$ cat config.mk
export PLATFORM = sky130hd
export DESIGN_NAME = ppu_write_queue
export DESIGN_NICKNAME = d
export VERILOG_FILES = /design/src/rtl/ppu_pkg.sv /design/src/rtl/wq_fifo.sv /design/src/rtl/ppu_write_queue.sv
export SDC_FILE = /design/constraint.sdc
export NUM_CORES = 1
export LEC_CHECK = 0
export ABC_AREA = 1
export CAP_MARGIN = 40
export CORE_MARGIN = 3
export CORE_UTILIZATION = 55
export CTS_CLUSTER_DIAMETER = 30
export DETAILED_ROUTE_END_ITERATION = 6
export PLACE_DENSITY = 0.78
export SLEW_MARGIN = 10
export SYNTH_ARGS = -nofsm -noshare
export SYNTH_HDL_FRONTEND = slang
export SYNTH_HIERARCHICAL = 1
export SYNTH_SLANG_ARGS = --single-unit
$ cat constraint.sdc
create_clock -name clk -period 4 [get_ports clk]
set_input_delay 0.6 -clock clk [delete_from_list [all_inputs] [get_ports clk]]
set_output_delay 0.6 -clock clk [all_outputs]
set_load 0.01 [all_outputs]
$ cat src/rtl/ppu_pkg.sv
// ---------------------------------------------------------------------------
// ppu_pkg
// Shared types and constants for the PPU bus-side write queue.
//   tgt_e       : target decode of bus address[11:10]
//   wq_entry_t  : one queued write {sel, addr, data}
//   VACTIVE_LINES / VTOTAL_LINES : VGA vertical timing (lines)
// ---------------------------------------------------------------------------
package ppu_pkg;

    localparam int VACTIVE_LINES = 480;
    localparam int VTOTAL_LINES  = 525;

    typedef enum logic [1:0] {
        TGT_ATTR   = 2'd0,
        TGT_SPRITE = 2'd1,
        TGT_COLOR  = 2'd2,
        TGT_CTRL   = 2'd3
    } tgt_e;

    typedef struct packed {
        tgt_e        sel;
        logic [9:0]  addr;
        logic [31:0] data;
    } wq_entry_t;

endpackage

$ cat src/rtl/wq_fifo.sv
// ---------------------------------------------------------------------------
// wq_fifo
// Synchronous FIFO of wq_entry_t. Storage is a plain array so it maps onto
// block RAM; the head entry is delivered through a registered read port that
// only advances on a pop, so pop_data is valid the cycle after the pop.
// Ports:
//   clk, reset         : clock, synchronous active-high reset
//   push, push_data    : enqueue at the tail (ignored when full without pop)
//   pop                : dequeue the head (ignored when empty)
//   pop_data           : registered copy of the last popped entry
//   full, empty, count : occupancy status, count in 0..DEPTH
// ---------------------------------------------------------------------------
module wq_fifo
    import ppu_pkg::*;
#(
    parameter int DEPTH = 16,
    parameter int AW    = 4
) (
    input  logic      clk,
    input  logic      reset,
    input  logic      push,
    input  wq_entry_t push_data,
    input  logic      pop,
    output wq_entry_t pop_data,
    output logic      full,
    output logic      empty,
    output logic [AW:0] count
);

    localparam logic [AW:0] DEPTH_C = (AW + 1)'(DEPTH);

    wq_entry_t       mem [DEPTH];
    wq_entry_t       pop_data_q;
    logic [AW-1:0]   wr_ptr_q, wr_ptr_d;
    logic [AW-1:0]   rd_ptr_q, rd_ptr_d;
    logic [AW:0]     count_q, count_d;
    logic            push_ok, pop_ok;

    // A push into a full FIFO is legal when the head leaves in the same cycle.
    always_comb begin
        pop_ok   = pop && (count_q != '0);
        push_ok  = push && ((count_q != DEPTH_C) || pop_ok);
        wr_ptr_d = wr_ptr_q;
        rd_ptr_d = rd_ptr_q;
        count_d  = count_q;
        if (push_ok) begin
            wr_ptr_d = wr_ptr_q + 1'b1;
        end
        if (pop_ok) begin
            rd_ptr_d = rd_ptr_q + 1'b1;
        end
        case ({push_ok, pop_ok})
            2'b10:   count_d = count_q + 1'b1;
            2'b01:   count_d = count_q - 1'b1;
            default: count_d = count_q;
        endcase
    end

    always_ff @(posedge clk) begin
        if (reset) begin
            wr_ptr_q <= '0;
            rd_ptr_q <= '0;
            count_q  <= '0;
        end else begin
            wr_ptr_q <= wr_ptr_d;
            rd_ptr_q <= rd_ptr_d;
            count_q  <= count_d;
        end
    end

    // RAM write port; no reset so the array stays a plain memory.
    always_ff @(posedge clk) begin
        if (push_ok) begin
            mem[wr_ptr_q] <= push_data;
        end
    end

    // RAM read port. When full, push and pop hit the same slot; the read
    // returns the old (head) entry because both updates are non-blocking.
    always_ff @(posedge clk) begin
        if (reset) begin
            pop_data_q <= '0;
        end else if (pop_ok) begin
            pop_data_q <= mem[rd_ptr_q];
        end
    end

    assign pop_data = pop_data_q;
    assign full     = (count_q == DEPTH_C);
    assign empty    = (count_q == '0);
    assign count    = count_q;

endmodule

$ cat src/rtl/ppu_write_queue.sv
// ---------------------------------------------------------------------------
// ppu_write_queue
// Bus-side write buffer in front of the PPU attribute/sprite/color tables.
// Bus writes are queued at any time and replayed into the PPU memory write
// port only inside the vertical blanking window (or always, in bypass mode).
// Address space: address[11:10] = 0 attr, 1 sprite, 2 color, 3 control.
//   control addr[0]=0 : bypass <= writedata[0]
//   control addr[0]=1 : clear irq (only with the irq feature)
// Build option: define PPU_WQ_VBLANK_IRQ_EN to build the vblank interrupt;
// without it irq is tied low and no edge detect exists.
// Ports:
//   clk, reset                     : clock, synchronous active-high reset
//   writedata/write/chipselect/address/waitrequest : Avalon-style slave
//   vcount                         : current VGA line
//   mem_write/w_address/w_data     : PPU memory write port (registered)
//   fifo_level                     : queued entry count, 0..DEPTH
//   irq                            : vblank interrupt
// ---------------------------------------------------------------------------
module ppu_write_queue
    import ppu_pkg::*;
#(
    parameter int DEPTH   = 16,
    parameter int AW      = 4,
    parameter int VACTIVE = VACTIVE_LINES,
    parameter int VGUARD  = VTOTAL_LINES - 2
) (
    input  logic          clk,
    input  logic          reset,
    input  logic [31:0]   writedata,
    input  logic          write,
    input  logic          chipselect,
    input  logic [11:0]   address,
    output logic          waitrequest,
    input  logic [9:0]    vcount,
    output logic [2:0]    mem_write,
    output logic [11:0]   w_address,
    output logic [31:0]   w_data,
    output logic [AW:0]   fifo_level,
    output logic          irq
);

    localparam logic [9:0] VACTIVE_L = 10'(VACTIVE);
    localparam logic [9:0] VGUARD_L  = 10'(VGUARD);

    tgt_e      bus_tgt;
    logic      data_req, ctrl_wr, drain_ok;
    logic      push, pop;
    logic      fifo_full, fifo_empty;
    wq_entry_t push_entry, head;
    logic      bypass_q, bypass_d;
    logic      strobe_q, strobe_d;

    always_comb begin
        bus_tgt  = tgt_e'(address[11:10]);
        data_req = chipselect && write && (bus_tgt != TGT_CTRL);
        ctrl_wr  = chipselect && write && (bus_tgt == TGT_CTRL);

        // The window stops one line short of the frame end so the strobe
        // issued from the last pop still lands inside blanking.
        drain_ok = bypass_q || ((vcount >= VACTIVE_L) && (vcount <= VGUARD_L));

        pop  = !fifo_empty && drain_ok;
        // A same-cycle pop frees a slot, so a full FIFO only stalls when idle.
        push        = data_req && (!fifo_full || pop);
        waitrequest = data_req && fifo_full && !pop;

        push_entry.sel  = bus_tgt;
        push_entry.addr = address[9:0];
        push_entry.data = writedata;

        bypass_d = bypass_q;
        if (ctrl_wr && !address[0]) begin
            bypass_d = writedata[0];
        end

        strobe_d = pop;
    end

    always_ff @(posedge clk) begin
        if (reset) begin
            bypass_q <= 1'b0;
            strobe_q <= 1'b0;
        end else begin
            bypass_q <= bypass_d;
            strobe_q <= strobe_d;
        end
    end

    wq_fifo #(
        .DEPTH (DEPTH),
        .AW    (AW)
    ) u_fifo (
        .clk       (clk),
        .reset     (reset),
        .push      (push),
        .push_data (push_entry),
        .pop       (pop),
        .pop_data  (head),
        .full      (fifo_full),
        .empty     (fifo_empty),
        .count     (fifo_level)
    );

    // The FIFO read register doubles as the address/data output register:
    // it only changes on a pop, so the values hold between strobes.
    assign w_address = {head.sel, head.addr};
    assign w_data    = head.data;

    for (genvar gi = 0; gi < 3; gi++) begin : g_we
        assign mem_write[gi] = strobe_q && (head.sel == 2'(gi));
    end

`ifdef PPU_WQ_VBLANK_IRQ_EN
    logic [9:0] vcount_prev_q, vcount_prev_d;
    logic       irq_q, irq_d;

    localparam logic [9:0] VLAST_ACTIVE_L = 10'(VACTIVE - 1);

    always_comb begin
        vcount_prev_d = vcount;
        irq_d         = irq_q;
        if (ctrl_wr && address[0]) begin
            irq_d = 1'b0;
        end
        // Set is evaluated last so it wins over a clear in the same cycle.
        if ((vcount_prev_q == VLAST_ACTIVE_L) && (vcount == VACTIVE_L)) begin
            irq_d = 1'b1;
        end
    end

    always_ff @(posedge clk) begin
        if (reset) begin
            vcount_prev_q <= '0;
            irq_q         <= 1'b0;
        end else begin
            vcount_prev_q <= vcount_prev_d;
            irq_q         <= irq_d;
        end
    end

    assign irq = irq_q;
`else
    assign irq = 1'b0;
`endif

endmodule

==> results of run 1 <==
sequential cells by signal, indices dropped and copies added, names as in the netlist:
| signal | flops |
|---|---|
| u_fifo/wr_ptr_q | 4 |
| u_fifo/mem | 704 |
| u_fifo/rd_ptr_q | 4 |
| bypass_q | 1 |
| u_fifo/pop_data | 44 |
| strobe_q | 1 |
| u_fifo/count | 5 |
per-stage QoR:
stage,utilization,area (um^2)
after floorplan,-,32100
after global placement,0.599,34100
after detailed placement,0.599,34200
after CTS,0.676,38600
after global routing,0.676,38600
final,0.676,38600
metal layers:
metal	up-vias	share of wire
li1	10400	-
met3	254	0.096
met1	10800	0.37
met2	1302	0.49
met5	-	0.00022
met4	2	0.040
how the worst max path moves through the flow:
stage | endpoint | depth (start not counted) | slack (ns)
final | u_fifo/mem[15][36] | 11 | 1.07
after global routing | waitrequest | 8 | 0.96
after CTS | waitrequest | 8 | 1.05
after detailed placement | u_fifo/mem[15][9] | 9 | 0.57
after global placement | u_fifo/mem[7][9] | 9 | 0.61
after floorplan | u_fifo/mem[11][0] | 11 | 0.14
area by class of cell:
cell class              instances  area share
clock inverters                81      0.0224
clock buffers                 155      0.0911
diodes                          2    0.000130
inverters                     428      0.0421
repair buffers                156      0.0449
well taps                     756      0.0245
multi-input cells            1749       0.196
flip-flops and latches        763       0.579
power groups by stage:
stage	clock network (mW)	logic (mW)	registers [mW]
2_1_floorplan	0	0.284	8.95
3_3_place_gp	0	0.535	8.95
3_5_place_dp	0	0.561	8.95
4_1_cts	11.1	0.575	8.80
5_1_grt	11.4	0.637	8.79
6_report	10.9	0.577	8.80
worst register-to-register path: stages, from the launching register on:
cell and delay, ns:
dfxtp_1 0.44, nor2_1 0.12, nand3_1 0.15, inv_1 0.05, inv_1 0.09, nand2_4 0.07
a21oi_2 0.16, inv_1 0.09, nor2_1 0.41, nand2_1 0.40, nor2_4 0.23, buf_12 0.33
cells by family after synthesis:
kind of cell	Yosys count
buffers and inverters	589
AOI/OAI and AO/OA	63
adders and majority gates	9
other	1
DFF	763
xor gates and xnor gates	3
and+or+nand+nor	1673
cell usage in the layout, fill, tap and decap left out, drive strengths merged, types with 3 or more instances in the layout:
cell type	n
inv	441
edfxtp	704
clkdlybuf4s50	107
xor2	3
ha	8
nor3	3
nand3	495
clkbuf	155
o21ai	49
clkinv	41
o211ai	5
clkinvlp	13
dfxtp	59
nand2	965
nor2	207
buf	49
bufinv	14
a21oi	8
==> run_results.csv, run 1 <==
group,metric,value,unit
timing,worst_slack,1.07,ns
timing,setup_viol,0,
power,seqPwrFrac,0.433,
critical_path,path_class,"flip-flop to flip-flop",
synth,synth_nets,3168,
finish,ff_latch_area,22300,um^2
global_routing,use_met3,0.0552,
job,maxCapViolations,0,
synth,synth-edff-count,704,
cts,clockBufferDepth,3,
cts,ctsResizeCount,0,
timing,slew_viol_final,0,
hold_path,worstHoldStart,"reset",
synth,synthFlopType,"edfxtp_1",
drt,drt_iter0_markers,2357,
critical_path,path_cells,"nor2_1 -> nand3_1 -> inv_1 -> inv_1 -> nand2_4 -> a21oi_2 -> inv_1 -> nor2_1 -> nand2_1 -> nor2_4 -> buf_12",
global_routing,grt_busiest_layer,"met2",
cts,clock_sinks,763,
global_routing,grt-ovfl-total,0,
cts,cts_buffers,130,
critical_path,critPathArrivalTime,3.27,ns
drt,viasPerCell,5.56,
place,hpwlAfterDp,38200,um
critical_path,start_kind,"flip-flop",
place,dpl.cell_count,3852,
synth,synth-simple-area-share,0.216,
floorplanning,die_area,61400,um^2
global_routing,antenna_found_initial,3,
critical_path,cp_slowest_cell,"dfxtp_1",
synth,yosys_warnings,6,
drt,dr.pass1.iters,6,
global_routing,grt_pass1_vias,22900,
synth,netlist_area,32100,um^2
power,power.total,20.3,mW
cts,clk_latency,0.70,ns
hold_path,hold_depth,2,
hold_path,hold-path-endpoint,"u_fifo/wr_ptr_q[3]",
critical_path,critPathMaxFanout,44,
power,swShare,0.205,
hold_path,holdCritPathClass,"input port to flip-flop",
synth,synth_top_area_share,0.658,
synth,synthCells,3101,
synth,yosysSeqAreaShare,0.695,
critical_path,cp-end-kind,"flip-flop",
synth,yosysMostFrequentCell,"nand2_1",
timing,max_freq,342,MHz
cts,cts-hold-fix-buffers,0,
place,post-place-ws,0.573,ns
power,cellLeakagePower,15.8,nW
cts,h-tree-depth,4,
timing,fin_worst_hold_slack,0.403,ns
place,gp_congestion,0.778,
cts,cts_setup_buffers,0,
power,p_comb_frac,0.028,
drt,route.detailed.drc,0,
synth,muxShareOfSynthArea,0,
finish,fillers,3703,
cts,root_buffer,"clkbuf_16",
critical_path,slowest_delay,0.44,ns
critical_path,crit_buf_inv,4,
global_routing,grt_max_degree,219,
critical_path,rrSetupSlack,1.07,ns
drt,wl_per_cell,19.2,um
critical_path,cp_common_cell,"inv_1",
timing,hold_viol,0,
critical_path,r2r-start,"u_fifo/count[0]",
cts,cts_tree,"done",
cts,clkTransAtPathRegs,0.05,ns
finish,drive_above_1_share,0.0873,
drt,ant_nets,0,
timing,slew_headroom,0.297,
timing,finalSetupTns,0,ns
synth,synth.area.top_cells,"edfxtp_1 66%, nand2_1 11%, nand3_1 7.7%",
critical_path,critical-path-top-delay-family,"simple AND/OR/NAND/NOR gates",
synth,synth-async-reset-ratio,0,
critical_path,critical_path_required,4.35,ns
floorplanning,start_util,0.563,
place,port_buffers,108,
synth,ys_ff_latch,763,
power,peakVddDrop,0.000434,V
power,pwr-share-clk,0.538,
finish,multi_input_comb_area,7540,um^2
run_status,status,"complete, no violations",
global_routing,grtUsageMet1,0.317,
timing,worstMarginPinSlew,1.05,ns
synth,synth_compound_area_frac,0.0104,
synth,synthXorXnorAreaFrac,0.000818,
critical_path,reg2regPathDepth,11,
synth,synth_commonest_cells,"962 x nand2_1, 704 x edfxtp_1, 494 x nand3_1",
timing,finClkSkew,0.0257,ns
global_routing,grt_pass1_wl,121000,um
power,pwr_density_cell,527,nW/um^2
synth,syn_area_per_cell,10.4,um^2
floorplanning,die_h,248,um
timing,rsz0062_at_grt,"no",
drt,via_count,22800,
synth,synth_top_family_by_area,"simple AND/OR/NAND/NOR gates",
timing,fin_crit_sh,0.732,
finish,syn_to_final_growth,20.0,%
critical_path,r2r_end,"u_fifo/mem[15][36]",
power,power_switching,4.16,mW
floorplanning,row_count,87,
floorplanning,pin_count,112,
finish,layout.cells.non_filler,4090,
timing,period_needed,2.93,ns
global_routing,grt_use_total,0.258,
power,internal_power,16.1,mW
finish,num-nets-final,3295,
synth,yosysTopAreaCell,"edfxtp_1",
synth,yosys.area_share.adder,0.00374,
floorplanning,coreArea,57000,um^2
synth,synth.distinct_cells,30,
floorplanning,dieWidth,248,um
critical_path,startpoint,"u_fifo/count[0]",
drt,drt-total-wl,78500,um
global_routing,met2_usage,0.430,
No activity file was read; power rests on OpenSTA's default activity.
==> inputs of run 2 (changes only) <==
==> constraint.sdc (replaced) <==
create_clock -name clk -period 2.43 [get_ports clk]
set_input_delay 0.3645 -clock clk [delete_from_list [all_inputs] [get_ports clk]]
set_output_delay 0.3645 -clock clk [all_outputs]
set_load 0.01 [all_outputs]
==> run 2 against run 1 <==
Effect of this change: die area unchanged; global-route usage increased by 1.1 points; final cell count increased by 1.0%; critical path depth increased by 2; clock-buffer cell count decreased by 11; setup slack got worse by 0.91 ns; critical path type unchanged; wire length increased by 3.4%; sequential share of layout area decreased by 0.73 points; via count increased by 1.1%.
==> run_results.csv, run 2 (synthesis gave the netlist of run 1 again) <==
group,metric,value,unit
run_status,status,"complete, no violations",
job,maxCapViolations,0,
critical_path,path_class,"flip-flop to flip-flop",
global_routing,grt_pass1_vias,23500,
finish,n_antenna_cell,0,
critical_path,critPathArrivalTime,2.66,ns
timing,worstMarginPinSlew,0.809,ns
finish,drive_above_1_share,0.103,
critical_path,reg2regPathDepth,13,
finish,syn_to_final_growth,21.6,%
place,hpwlAfterDp,42900,um
global_routing,antenna_found_initial,1,
floorplanning,start_util,0.563,
timing,setup_viol,0,
global_routing,grt_max_degree,141,
cts,clkTransAtPathRegs,0.05,ns
drt,route.detailed.drc,0,
finish,layout.cells.non_filler,4131,
cts,clock_sinks,763,
finish,multi_input_comb_area,7610,um^2
timing,hold_viol,0,
finish,num-nets-final,3336,
critical_path,critical_path_required,2.82,ns
cts,clockBufferDepth,3,
critical_path,cp-end-kind,"flip-flop",
power,cellLeakagePower,16.1,nW
timing,fin_crit_sh,0.933,
hold_path,hold_depth,2,
floorplanning,pin_count,112,
drt,via_count,23000,
drt,dr.pass1.iters,6,
power,peakVddDrop,0.000691,V
finish,final_common_cell,"nand2_1",
cts,cts_buffers,131,
floorplanning,dieWidth,248,um
timing,slew_headroom,0.460,
cts,cts_setup_buffers,0,
timing,slew_viol_final,0,
floorplanning,coreArea,57000,um^2
global_routing,grt_pass1_wl,126000,um
drt,viasPerCell,5.57,
place,dpl.cell_count,3891,
cts,clk_latency,0.71,ns
cts,h-tree-depth,4,
place,port_buffers,108,
power,power.total,33.0,mW
timing,period_needed,2.27,ns
timing,rsz0062_at_grt,"yes",
critical_path,start_kind,"flip-flop",
finish,largest_register,"u_fifo/mem",
drt,wl_per_cell,19.7,um
global_routing,grt-ovfl-total,0,
global_routing,grt_use_total,0.269,
floorplanning,die_h,248,um
floorplanning,die_area,61400,um^2
cts,cts_tree,"done",
drt,drt_iter0_markers,2571,
finish,final_cell_mix,"958 x nand2_1, 704 x edfxtp_1, 493 x nand3_1",
finish,ff_latch_area,22300,um^2
timing,finClkSkew,0.0229,ns
drt,drt-total-wl,81200,um
hold_path,holdCritPathClass,"input port to flip-flop",
finish,largest_reg_flops,704,
power,pwr_density_cell,844,nW/um^2
timing,worst_slack,0.163,ns
place,gp_congestion,0.828,
floorplanning,row_count,87,
critical_path,critPathMaxFanout,11,
drt,ant_nets,0,
place,post-place-ws,-0.366,ns
finish,fillers,3756,
cts,root_buffer,"clkbuf_16",
timing,max_freq,441,MHz
[run 2: changes by cell type in the layout (fill, tap and decap cells not counted), moves of 4 or more]
cell	change
clkbuf_16	-4
clkinv_1	+6
clkbuf_8	-4
dfxtp_1	-5
bufinv_16	-7
buf_4	+18
clkinv_4	+6
buf_12	+22
inv_16	+5
nand2_4	+4
nand2_1	-4
[run 2: critical path, stage by stage (launching register included)]
cell and delay [ns]:
dfxtp_2 0.37, inv_1 0.09, nand3_2 0.10, inv_1 0.04, inv_1 0.08, nand2_4 0.06, a21oi_2 0.16, inv_2 0.05
buf_4 0.14, nor2_4 0.10, buf_12 0.14, nand2_4 0.11, nor2_4 0.22, buf_4 0.27
[run 2: worst paths after layout]
check	start	end	slack, ns
worst max-delay path	u_fifo/count[4]	u_fifo/mem[11][42]	0.16
worst min-delay path	writedata[0]	u_fifo/mem[6][0]	0.43
worst max register to register	u_fifo/count[4]	u_fifo/mem[11][42]	0.16
worst min register to register	bypass_q	bypass_q	0.51
[run 2: final cells by class]
class | count | share of cell area
flip-flops and latches | 763 | 0.572
multi-input cells | 1749 | 0.195
clock buffers | 144 | 0.0857
repair buffers | 196 | 0.0585
inverters | 428 | 0.0415
well taps | 756 | 0.0242
clock inverters | 95 | 0.0235
[run 2: report_power, final]
| group | total (mW) | internal (mW) | leakage (nW) | switching [mW] |
|---|---|---|---|---|
| sequential | 14.5 | 14.4 | 6.82 | 0.0405 |
| combinational | 1.04 | 0.344 | 7.22 | 0.693 |
| clock | 17.4 | 10.9 | 2.06 | 6.56 |
[run 2: per-layer routing]
layer / part of all wire / global-route usage
met2: 0.50 / 0.452
met3: 0.098 / 0.0581
met1: 0.37 / 0.336
met5: 0.00016 / 0
met4: 0.036 / 0.125
[run 2: what timing repair did]
action | 4_1_cts | 5_1_grt
hold buffers | 1 | 0
endpoints found under the setup margin | 1 | 2
endpoints found under the hold margin | 2 | 0
resized for setup | 6 | 4
[run 2: stage by stage]
step	TNS [ns]	util	cell area [um^2]	hold slack, ns
after CTS	0	0.685	39100	0.391
after global routing	-0.0108	0.685	39100	0.423
after global placement	-140.83	0.610	34800	0.484
final	0	0.685	39100	0.434
after detailed placement	-182.16	0.610	34800	0.515
after floorplan	0	-	32300	0.437
